File: src/rtl/ssd1306_pkg.sv
// ============================================================================
// Module      : ssd1306_pkg
// Description : Shared types and constants for the SSD1306 OLED SPI path.
// Revision    : 1.0 - initial release
// ============================================================================
`default_nettype none

package ssd1306_pkg;

    typedef enum logic [1:0] {
        IDLE = 2'd0,
        LOW  = 2'd1,
        HIGH = 2'd2,
        GAP  = 2'd3
    } spi_state_t;

    localparam int SSD1306_SPI_DEFAULT_DIV = 2;

endpackage

`default_nettype wire

File: src/rtl/ssd1306_half_period_timer.sv
// ============================================================================
// Module      : ssd1306_half_period_timer
// Description : Loadable down-counter; load sets CLK_DIV-1, zero flags 0.
// Revision    : 1.0 - initial release
// ============================================================================
`default_nettype none

module ssd1306_half_period_timer #(
    parameter int CLK_DIV = 2
) (
    input  logic clk_in,
    input  logic reset,
    input  logic load,
    output logic zero
);

    localparam int              c_W      = $clog2(CLK_DIV + 1);
    localparam logic [c_W-1:0]  c_RELOAD = c_W'(CLK_DIV - 1);

    logic [c_W-1:0] r_count;

    always_ff @(posedge clk_in) begin
        if (reset) begin
            r_count <= '0;
        end else if (load) begin
            r_count <= c_RELOAD;
        end else if (r_count != '0) begin
            r_count <= r_count - c_W'(1);
        end
    end

    assign zero = (r_count == '0);

endmodule

`default_nettype wire

File: src/rtl/ssd1306_spi_shifter.sv
// ============================================================================
// Module      : ssd1306_spi_shifter
// Description : Byte-wide SPI mode-0 MSB-first transmitter with ready/start
//               handshake; all outputs registered.
// Revision    : 1.0 - initial release
// ============================================================================
`default_nettype none

module ssd1306_spi_shifter
    import ssd1306_pkg::*;
#(
    parameter int CLK_DIV = SSD1306_SPI_DEFAULT_DIV
) (
    input  logic       clk_in,
    input  logic       reset,
    input  logic       command_start,
    input  logic [7:0] command_in,
    output logic       command_ready,
    output logic       spi_sclk,
    output logic       spi_mosi,
    output logic       spi_busy
);

    localparam logic [1:0] c_ST_IDLE = IDLE;
    localparam logic [1:0] c_ST_LOW  = LOW;
    localparam logic [1:0] c_ST_HIGH = HIGH;
    localparam logic [1:0] c_ST_GAP  = GAP;

    logic [1:0] r_state;
    logic [7:0] r_shift;
    logic [2:0] r_bit_cnt;
    logic       r_ready;
    logic       r_busy;
    logic       r_sclk;
    logic       r_mosi;
    logic       w_zero;
    logic       w_load;

    // The timer is only rearmed when entering a timed phase; it rests at 0 in IDLE.
    assign w_load = ((r_state == c_ST_IDLE) && command_start) ||
                    (((r_state == c_ST_LOW) || (r_state == c_ST_HIGH)) && w_zero);

    ssd1306_half_period_timer #(
        .CLK_DIV (CLK_DIV)
    ) u_timer (
        .clk_in (clk_in),
        .reset  (reset),
        .load   (w_load),
        .zero   (w_zero)
    );

    always_ff @(posedge clk_in) begin
        if (reset) begin
            r_state   <= c_ST_IDLE;
            r_shift   <= 8'h00;
            r_bit_cnt <= 3'd0;
            r_ready   <= 1'b1;
            r_busy    <= 1'b0;
            r_sclk    <= 1'b0;
            r_mosi    <= 1'b0;
        end else begin
            case (r_state)
                c_ST_IDLE: begin
                    if (command_start) begin
                        r_shift   <= command_in;
                        r_bit_cnt <= 3'd7;
                        r_state   <= c_ST_LOW;
                        r_ready   <= 1'b0;
                        r_busy    <= 1'b1;
                        r_sclk    <= 1'b0;
                        r_mosi    <= command_in[7];
                    end
                end
                c_ST_LOW: begin
                    if (w_zero) begin
                        r_state <= c_ST_HIGH;
                        r_sclk  <= 1'b1;
                    end
                end
                c_ST_HIGH: begin
                    if (w_zero) begin
                        r_sclk <= 1'b0;
                        if (r_bit_cnt != 3'd0) begin
                            // MOSI moves with the falling edge so it is stable around each rise.
                            r_shift   <= {r_shift[6:0], 1'b0};
                            r_bit_cnt <= r_bit_cnt - 3'd1;
                            r_mosi    <= r_shift[6];
                            r_state   <= c_ST_LOW;
                        end else begin
                            r_state <= c_ST_GAP;
                        end
                    end
                end
                c_ST_GAP: begin
                    if (w_zero) begin
                        r_state <= c_ST_IDLE;
                        r_ready <= 1'b1;
                        r_busy  <= 1'b0;
                        r_mosi  <= 1'b0;
                    end
                end
            endcase
        end
    end

    assign command_ready = r_ready;
    assign spi_busy      = r_busy;
    assign spi_sclk      = r_sclk;
    assign spi_mosi      = r_mosi;

endmodule

`default_nettype wire

File: config.mk
export PLATFORM = sky130hd
export DESIGN_NAME = ssd1306_spi_shifter
export DESIGN_NICKNAME = d
export VERILOG_FILES = /design/src/rtl/ssd1306_pkg.sv /design/src/rtl/ssd1306_half_period_timer.sv /design/src/rtl/ssd1306_spi_shifter.sv
export SDC_FILE = /design/constraint.sdc
export NUM_CORES = 1
export LEC_CHECK = 0
export ABC_AREA = 1
export CAP_MARGIN = 20
export CORE_MARGIN = 1
export CORE_UTILIZATION = 45
export DETAILED_ROUTE_END_ITERATION = 8
export MAX_ROUTING_LAYER = met4
export PLACE_DENSITY = 0.68
export SYNTH_ARGS = -nofsm -noshare
export SYNTH_HDL_FRONTEND = slang
export SYNTH_SLANG_ARGS = --single-unit
File: constraint.sdc
create_clock -name clk_in -period 1.5 [get_ports clk_in]
set_clock_uncertainty 0.1 [all_clocks]
set_input_delay 0.3 -clock clk_in [delete_from_list [all_inputs] [get_ports clk_in]]
set_output_delay 0.3 -clock clk_in [all_outputs]
set_load 0.01 [all_outputs]
# After elaboration in Yosys (flattened, before gate mapping)
# Cells that the tools add are included.
[totals] elab_cells=65 regBits=18 output_inout_bits=4 input_bits=11
[op_classes] n_eq_ne=8 reduce_logical=19 add_sub_neg=2 n_mux=27
[ops] cell="two-way mux 7 bit" n=3
[ops] cell="one-hot mux 7 bit (2 select lines)" n=1
[ops] cell="AND reduction 4 bit" n=3
[ops] cell="two-way mux 2 bit" n=5
[ops] cell="two-way mux 1 bit" n=9
[ops] cell="two-way mux 3 bit" n=3
[ops] cell="nonzero test 3 bit" n=3
[ops] cell="!= test 2 bit, second input constant" n=4
[ops] cell="one-hot mux 2 bit (4 select lines)" n=1
[ops] cell="nonzero test 2 bit" n=4
[ops] cell="one-hot mux 1 bit (3 select lines)" n=2
[ops] cell="one-hot mux 3 bit (2 select lines)" n=1
[ops] cell="AND reduction 5 bit" n=1
[ops] cell="== test 2 bit, second input constant" n=2
[ops] cell="logical NOT 2 bit" n=2
[ops] cell="one-hot mux 1 bit (2 select lines)" n=2
[ops] cell="AND reduction 3 bit" n=1
[ops] cell="subtractor 3 x 1 -> 3 bit, second input constant" n=1
[ops] cell="== test 2 x 1 -> 1 bit, second input constant" n=1
[ops] cell="logical AND 1 bit" n=2
[ops] cell="logical OR 1 bit" n=2
[ops] cell="!= test 2 x 1 -> 1 bit, second input constant" n=1
[ops] cell="OR reduction 2 bit" n=1
[ops] cell="subtractor 2 x 1 -> 2 bit, second input constant" n=1

# Logic depth before layout (Yosys ltp)
# Gate-level depths: netlist of run 1.
[depth] word_depth=5 ltp_mapped=10 mapped_depth_nobuf=10

# Hierarchy
# From an unflattened synthesis of run 1, not the netlist that was laid out.
[unflattened] cells_unflattened=172 area_unflattened_um2=1139.8
[by_module_without_submodules] mod="ssd1306_spi_shifter" cells_per_inst=154 seq_area_each_um2=320.3 instances=1 area_per_inst_um2=1019.7
[by_module_without_submodules] mod="ssd1306_half_period_timer" cells_per_inst=18 seq_area_each_um2=40.0 instances=1 area_per_inst_um2=120.1

# Worst setup path after synthesis of run 1
# No wires, ideal clock.
[synth_path] kind="flip-flop to flip-flop" startpoint="reg r_state[0]" endpoint="reg r_state[0]" path_stages_with_launch=9 setup_slack_ns=-0.050 t_required_ns=1.283 setup_ns=0.117 arrival_time_ns=1.333 path_buffers=2 synth_period_minus_slack_ns=1.550 cell_sequence="dfxtp_1 > inv_1 > ha_1 > buf_6 > buf_6 > o21ai_0 > nand3_1 > nor3_1 > nor2_1"
[synth_between] elab_chain_len=3 word_cells_on_any_way=10 classes_between="eq/ne (7); mux (1); reduce/logical (2)"
[synth_rtl] item="from (decl)" line="ssd1306_spi_shifter.sv:29" text="logic [1:0] r_state;"
[synth_rtl] item="from (signal assigned)" line="ssd1306_spi_shifter.sv:54" text="r_state <= c_ST_IDLE;"
[synth_rtl] item="from (signal assigned)" line="ssd1306_spi_shifter.sv:67" text="r_state <= c_ST_LOW;"
[synth_rtl] item="from (signal assigned)" line="ssd1306_spi_shifter.sv:76" text="r_state <= c_ST_HIGH;"
[synth_rtl] item="== test 2 bit (tied with other cells)" line="ssd1306_spi_shifter.sv:62" text="case (r_state)"
[synth_rtl] item="!= test 2 bit (no line)"
[synth_rtl] item="AND reduction 4 bit (no line)"
# Several ways; a longest one is shown, not always the timed one.
# A chain may end at the register's enable or synchronous reset.

# Worst setup path after layout of run 1
[layout_path] startpoint="reg r_state[0]" endpoint="reg r_bit_cnt[2]"
[layout_between] elab_chain_len=3 word_cells_on_any_way=8 classes_between="eq/ne (4); mux (1); reduce/logical (3)"
[layout_rtl] item="== test 2 bit or logical NOT 2 bit (tied branches)" line="ssd1306_spi_shifter.sv:62"
[layout_rtl] item="!= test 2 x 1 -> 1 bit (no line) (tied with other cells)"
[layout_rtl] item="AND reduction 4 bit (no line)"
[layout_rtl] item="to (signal assigned)" line="ssd1306_spi_shifter.sv:86" text="r_bit_cnt <= r_bit_cnt - 3'd1;"
[layout_rtl] item="to (decl)" line="ssd1306_spi_shifter.sv:31" text="logic [2:0] r_bit_cnt;"
# Several ways; a longest one is shown, not always the timed one.

==> results.md, run 1 <==
- Outcome: finished, final reports clean
- Total chip power: 3.162 mW
- CP endpoint kind: register
- R2R Path Start: r_state[0]
- Yosys Warn Count: 0
- R2R cell count: 9
- Pwr per Cell Area: roughly 2100 nW/um^2
- Fmax: 0.6978 GHz
- Root Driver: clkbuf_4
- Post-synthesis net count: 178
- Most numerous cell in the Yosys netlist: nand2_1
- DRT antenna net count: 0
- Nets: 209
- Core area: between 2000 and 2500 um^2
- Top FF cell, synth: dfxtp_1
- Slew Viols, Final: 0
- FF-to-FF End: r_bit_cnt[2]
- Length of the first detailed-routing pass in iterations: 4
- Seq cells post-synth: 18
- Setup ws final: 66.91 ps
- Placer Congestion: 0.8477
- Worst hold start: spi_busy
- Worst slew margin: 82.89%
- CP arrival: between 1500 and 2000 ps
- Mapped Cells: 158
- Area contributors post-synth: dfxtp_1, nand2_1, ha_1, nor2_1, inv_1
- Boundary pin count: 15
- Leading area contributor after synthesis: dfxtp_1
- Syn-to-layout area delta: 35.68%
- Pleak: a little over 0.7 nW
- Clock Latency Late Sink: 300 ps
- Routed wire per std cell: around 12 um
- Setup Crit Path Kind: register to register
- Clock sink total: 18
- DP Wirelength: 1793 um
- Reg clk slew, reported paths: roughly 110 ps
- Commonest cells post-synth: nand2_1, nor2_1, dfxtp_1, inv_1
- CTS HTree Levels: 1
- GRT overflow: 0
- First-pass GRT wire length: 4071 um
- Via Count: roughly 1000
- Via/cell ratio: 4.815
- TritonCTS clock tree: built
- Asr flop ratio synth: 0%
- Worst vdd ir: roughly 0.0013 V
- Dpl ws: -121.1 ps
- Initial Util: 48.83%
- Syn Area/Cell: 6.969 um^2
- N_diodes: 0
- Max-cap violation count: 0
- Share of post-route cells with drive strength above 1: 25.00%
- Hold Path End: spi_busy
- Register-to-register setup slack: 70 ps
- Antenna violations before repair: 0
- Die ar.: approximately 2600 um^2
- Seq/Total Area, Yosys: 32.73%
- Die X: 51.47 um
- Hold Path Class: register to register
- Clk buf depth: 2
- Pin count of the biggest net entering global routing: 11
- Die span in y: 51.47 um
- Critical path fanouts, max: 8
- Row count: 17
- # DRC: 0
- Final Hold Fails: 0
- Tightest Pin Transition: 254.7 ps
- Number of flops mapped to enable cells by yosys: 0
- Crit start category: register
- IO buf count: 14
- CTS buffer count: 3
- DRT iter0 DRCs: 22
- Final setup violation count: 0
- # hold bufs at CTS: 0
- Gr usage total: 21.49%
- Netlist cell types: 20
- WHS Path Cells: 2
- Fin crit period: between 1000 and 1500 ps
- Post-Syn Area: 1101 um^2
- Period utilization: 95.54%
- Total Routed Length: 2509 um
- Top-area cell type share of the netlist area: 32.73%
- Vias in the first global route: roughly 960
- Required time of the worst setup path: 1600 ps
## worst max-delay path, stage by stage, from the launching register on
cell and delay, ps:
dfxtp_2 350, inv_2 50, buf_4 130, ha_4 180
nand2_4 100, nand2_4 60, inv_6 90, nand3_1 120
nor2_1 100, nor2_1 50
## final cells by class
| type | instances | area [um^2] |
|---|---|---|
| inverters | 18 | 80.08 |
| multi-input cells | 119 | 713.2 |
| well taps | 28 | 35.03 |
| clock buffers | 4 | 36.28 |
| flip-flops and latches | 18 | 365.4 |
| fillers | 198 | 760.7 |
| repair buffers | 29 | 264.0 |
## where the power goes
group	leakage [nW]	switching (mW)	total [mW]	internal [mW]
clock network	0.0210	0.157	0.305	0.148
registers	0.150	0.111	0.808	0.697
logic	0.545	1.19	2.05	0.860
## cells in the final DEF, fill, tap and decap left out, drive strengths merged
cell type	Yosys	routed
clkbuf	1	4
dfxtp	18	18
a31oi	1	1
dlygate4sd2	0	4
a21boi	6	6
nor2	28	28
o21ai	5	5
inv	18	18
xor2	2	2
nand3	9	9
ha	9	9
nor3	3	3
nand2	49	49
buf	2	15
clkdlybuf4s50	0	10
nand4	2	2
a21oi	5	5
## timing repair
action                                  4_1_cts  5_1_grt
endpoints found under the setup margin       17       15
pin swaps                                     1        4
buffers inserted                              0        2
resized for setup                             7       30
## cell families (layout without fill, tap and decap cells)
logic type,Yosys count,count (layout),share of synthesized area [%]
buffers and inverters,21,51,9.432
AO/OA/AOI/OAI,17,17,9.204
XOR/XNOR,2,2,1.591
AND/OR/NAND/NOR,91,91,36.82
flip-flops,18,18,32.73
adder cells (fa/ha/maj),9,9,10.23
## per-layer routing
metal | share of wire, % | routed length [um] | global-route usage [%] | vias up
li1 | - | - | - | 558
met1 | 47 | 1174 | 26.22 | 459
met2 | 49 | 1219 | 35.93 | 18
met3 | 3.3 | 82 | 2.679 | 5
met4 | 1.3 | 33 | 8.108 | 0
met5 | 0 | 0 | - | -
## metrics by stage
stage	hold WS (ps)	area [um^2]	instances	TNS [ps]	utilization [%]
after global routing	389.8	1494	216	-30.08	66.26
after detailed placement	352.8	1361	210	-1185	60.38
after CTS	371.1	1398	214	0	61.99
after global placement	347.9	1361	210	-890.0	60.38
final	369.0	1494	216	0	66.26
after floorplan	269.1	1102	158	0	-
## sequential cells by signal, summed over array words and instances (netlist names)
register,cells
spi_mosi,1
spi_busy,1
u_timer.r_count,2
r_shift,7
r_bit_cnt,3
r_state,2
spi_sclk,1
command_ready,1
## how the worst max path moves through the flow
stage / start / end / slack (ps) / cells after the start
after floorplan: r_state[0] / r_state[0] / 10 / 8
after global placement: r_state[0] / r_shift[3] / -90 / 9
after detailed placement: r_state[0] / r_shift[6] / -120 / 8
after CTS: r_state[0] / spi_mosi / 4 / 8
after global routing: r_state[1] / spi_sclk / -20 / 7
final: r_state[0] / r_bit_cnt[2] / 70 / 9
Note: power is estimated with default switching activity, not from simulation.
==> run 2: changes to the inputs <==
SKIP_LAST_GASP = 1   (was default)
==> results.md, run 2 (same netlist as run 1, synthesis figures left out) <==
- M3 GR Usage: 2.679% (unchanged)
- Via/cell ratio: 4.912 (+2.0%)
- Fin crit period: 1473 ps (+39.78 ps)
- Share of post-route cells with drive strength above 1: 24.47% (-0.53 points)
- GR Util met2: 35.93% (unchanged)
- N_diodes: 0 (unchanged)
- Dpl ws: -121.1 ps (unchanged)
- Tightest Pin Transition: 267.8 ps (+13.14 ps)
- GRT Max-Usage Layer: met2
- Row count: 17 (unchanged)
- Final setup violation count: 0 (unchanged)
- # DRC: 0 (unchanged)
- GRT overflow: 0 (unchanged)
- Clk buf depth: 2 (unchanged)
- Die span in y: 51.47 um (unchanged)
- IO buf count: 14 (unchanged)
- Fmax: 0.6789 GHz (-2.7%)
- Multi-input logic area: 710.7 um^2 (-0.35%)
- Outcome: finished, final reports clean
- Most frequent cells in the layout: nand2_1, nor2_1, dfxtp_1
- Largest regs: r_shift (7), r_bit_cnt (3)
- Number of flip-flops in the largest register: 7 (unchanged)
- Pwr per Cell Area: 2137 nW/um^2 (+0.94%)
- Clock Latency Late Sink: 300 ps (about the same)
- Pleak: 0.7173 nW (about the same)
- DP Wirelength: 1793 um (unchanged)
- Placer Congestion: 0.8477 (unchanged)
- Max-cap violation count: 0 (unchanged)
- Total Routed Length: 2607 um (+3.9%)
- Syn-to-layout area delta: 35.11%
- Worst hold start: spi_busy
- Die X: 51.47 um (unchanged)
- Launch point of the worst path: r_state[1]
- Length of the first detailed-routing pass in iterations: 4 (unchanged)
- Root Driver: clkbuf_4
- Critical path fanouts, max: 3 (-5)
- Routed wire per std cell: 12.07 um (+3.9%)
- CTS HTree Levels: 1 (unchanged)
- Slew Viols, Final: 0 (unchanged)
- Worst Hold Slack: 367.8 ps (-1.236 ps)
- R2R cell count: 7 (-2)
- Via Count: 1061 (+2.0%)
- GR Util met1: 26.22% (unchanged)
- Nets: 209 (unchanged)
- Commonest non-fill, non-tap cell in the layout: nand2_1
- Initial Util: 48.83% (unchanged)
- Pin count of the biggest net entering global routing: 11 (unchanged)
- Register-to-register setup slack: 30 ps (-40 ps)
- Register area: 365.4 um^2 (unchanged)
- DRT antenna net count: 0 (unchanged)
- WHS Path Cells: 2 (unchanged)
- FILL cells: 203 (+2.5%)
- CTS buffer count: 3 (unchanged)
- DRT iter0 DRCs: 19 (-14%)
- # hold bufs at CTS: 0 (unchanged)
- TritonCTS clock tree: built
- Hold Path End: spi_busy
- CP arrival: 1580 ps (+50 ps)
- R2R Path Start: r_state[1]
- Layout Cells excl Fill: 216 (unchanged)
- RSZ-0062 raised after global routing: yes
- Most flops, register: r_shift
- Worst vdd ir: 0.001281 V (-0.11%)
- FF-to-FF End: spi_sclk
- Clock sink total: 18 (unchanged)
- Final Hold Fails: 0 (unchanged)
- Hold Path Class: register to register
- Gr usage total: 21.49% (unchanged)
- Post-route setup TNS: 0 ps (unchanged)
- Post-Place Cells: 210 (unchanged)
- First-pass GRT wire length: 4071 um (unchanged)
- Boundary pin count: 15 (unchanged)
- Reg clk slew, reported paths: 110 ps (about the same)
- Worst slew margin: 82.01% (-0.88 points)
- Required time of the worst setup path: 1600 ps (about the same)
- Crit start category: register
- Antenna violations before repair: 0 (unchanged)
- Setup ws final: 27.13 ps (-39.78 ps)
- Core area: 2255 um^2 (unchanged)
- Vias in the first global route: 960 (+0.10%)
- CP endpoint kind: register
- Setup Crit Path Kind: register to register
- Die ar.: 2649 um^2 (unchanged)
- Period utilization: 98.19% (+2.7 points)
[run 2: cell counts in the layout (fill, tap and decap cells not counted)]
No cell type changed its count.
[run 2: metrics by stage]
stage	instance area, um^2	utilization [%]	total power, mW
after CTS	1398	61.99	2.924
after global routing	1488	65.98	3.480
after global placement	1361	60.38	2.576
after floorplan	1102	-	2.093
after detailed placement	1361	60.38	2.635
final	1488	65.98	3.179
[run 2: layout make-up]
type / count / share of cell area (%)
Timing Repair Buffer: 29 / 17.49
Sequential cell: 18 / 24.56
Clock buffer: 4 / 2.439
Tap cell: 28 / 2.355
Multi-Input combinational cell: 119 / 47.77
Inverter: 18 / 5.383
[run 2: power by group]
part,switching (mW),internal [mW]
registers,0.111,0.697
clock network,0.161,0.148
logic,1.21,0.855
total,1.48,1.70
[run 2: worst max-delay path by stage]
stage | depth (start not counted) | slack (ps) | to
3_5_place_dp | 8 | -120 | r_shift[6]
3_3_place_gp | 9 | -90 | r_shift[3]
4_1_cts | 8 | -30 | r_shift[6]
6_report | 7 | 30 | spi_sclk
5_1_grt | 7 | -60 | spi_sclk
2_1_floorplan | 8 | 10 | r_state[0]
[run 2: worst max-delay path, stage by stage, from the launching register on]
cell and delay, ps:
dfxtp_4 390, inv_2 60, buf_4 140, ha_1 210, nand2_2 90, nand2_2 80
nor3_1 230, nor2_1 70
[run 2: timing repair]
| item | 4_1_cts | 5_1_grt |
|---|---|---|
| buffers inserted | 0 | 2 |
| pin swaps | 1 | 4 |
| endpoints found under the setup margin | 17 | 15 |
| gates resized for setup | 6 | 29 |
| endpoints found under the hold margin | 0 | 0 |
| gates cloned | 0 | 0 |
[run 2: layer usage]
metal  vias to the layer above  wire length (um)
met5                         -                 0
met4                         0                43
met3                         7                84
met2                        20              1287
met1                       474              1191
li1                        560                 -
==> run 3: changes to the inputs <==
GPL_ROUTABILITY_DRIVEN = 0   (was default)
==> results of run 3 <==
No change in the layout: final DEF, timing and power equal those of run 2.
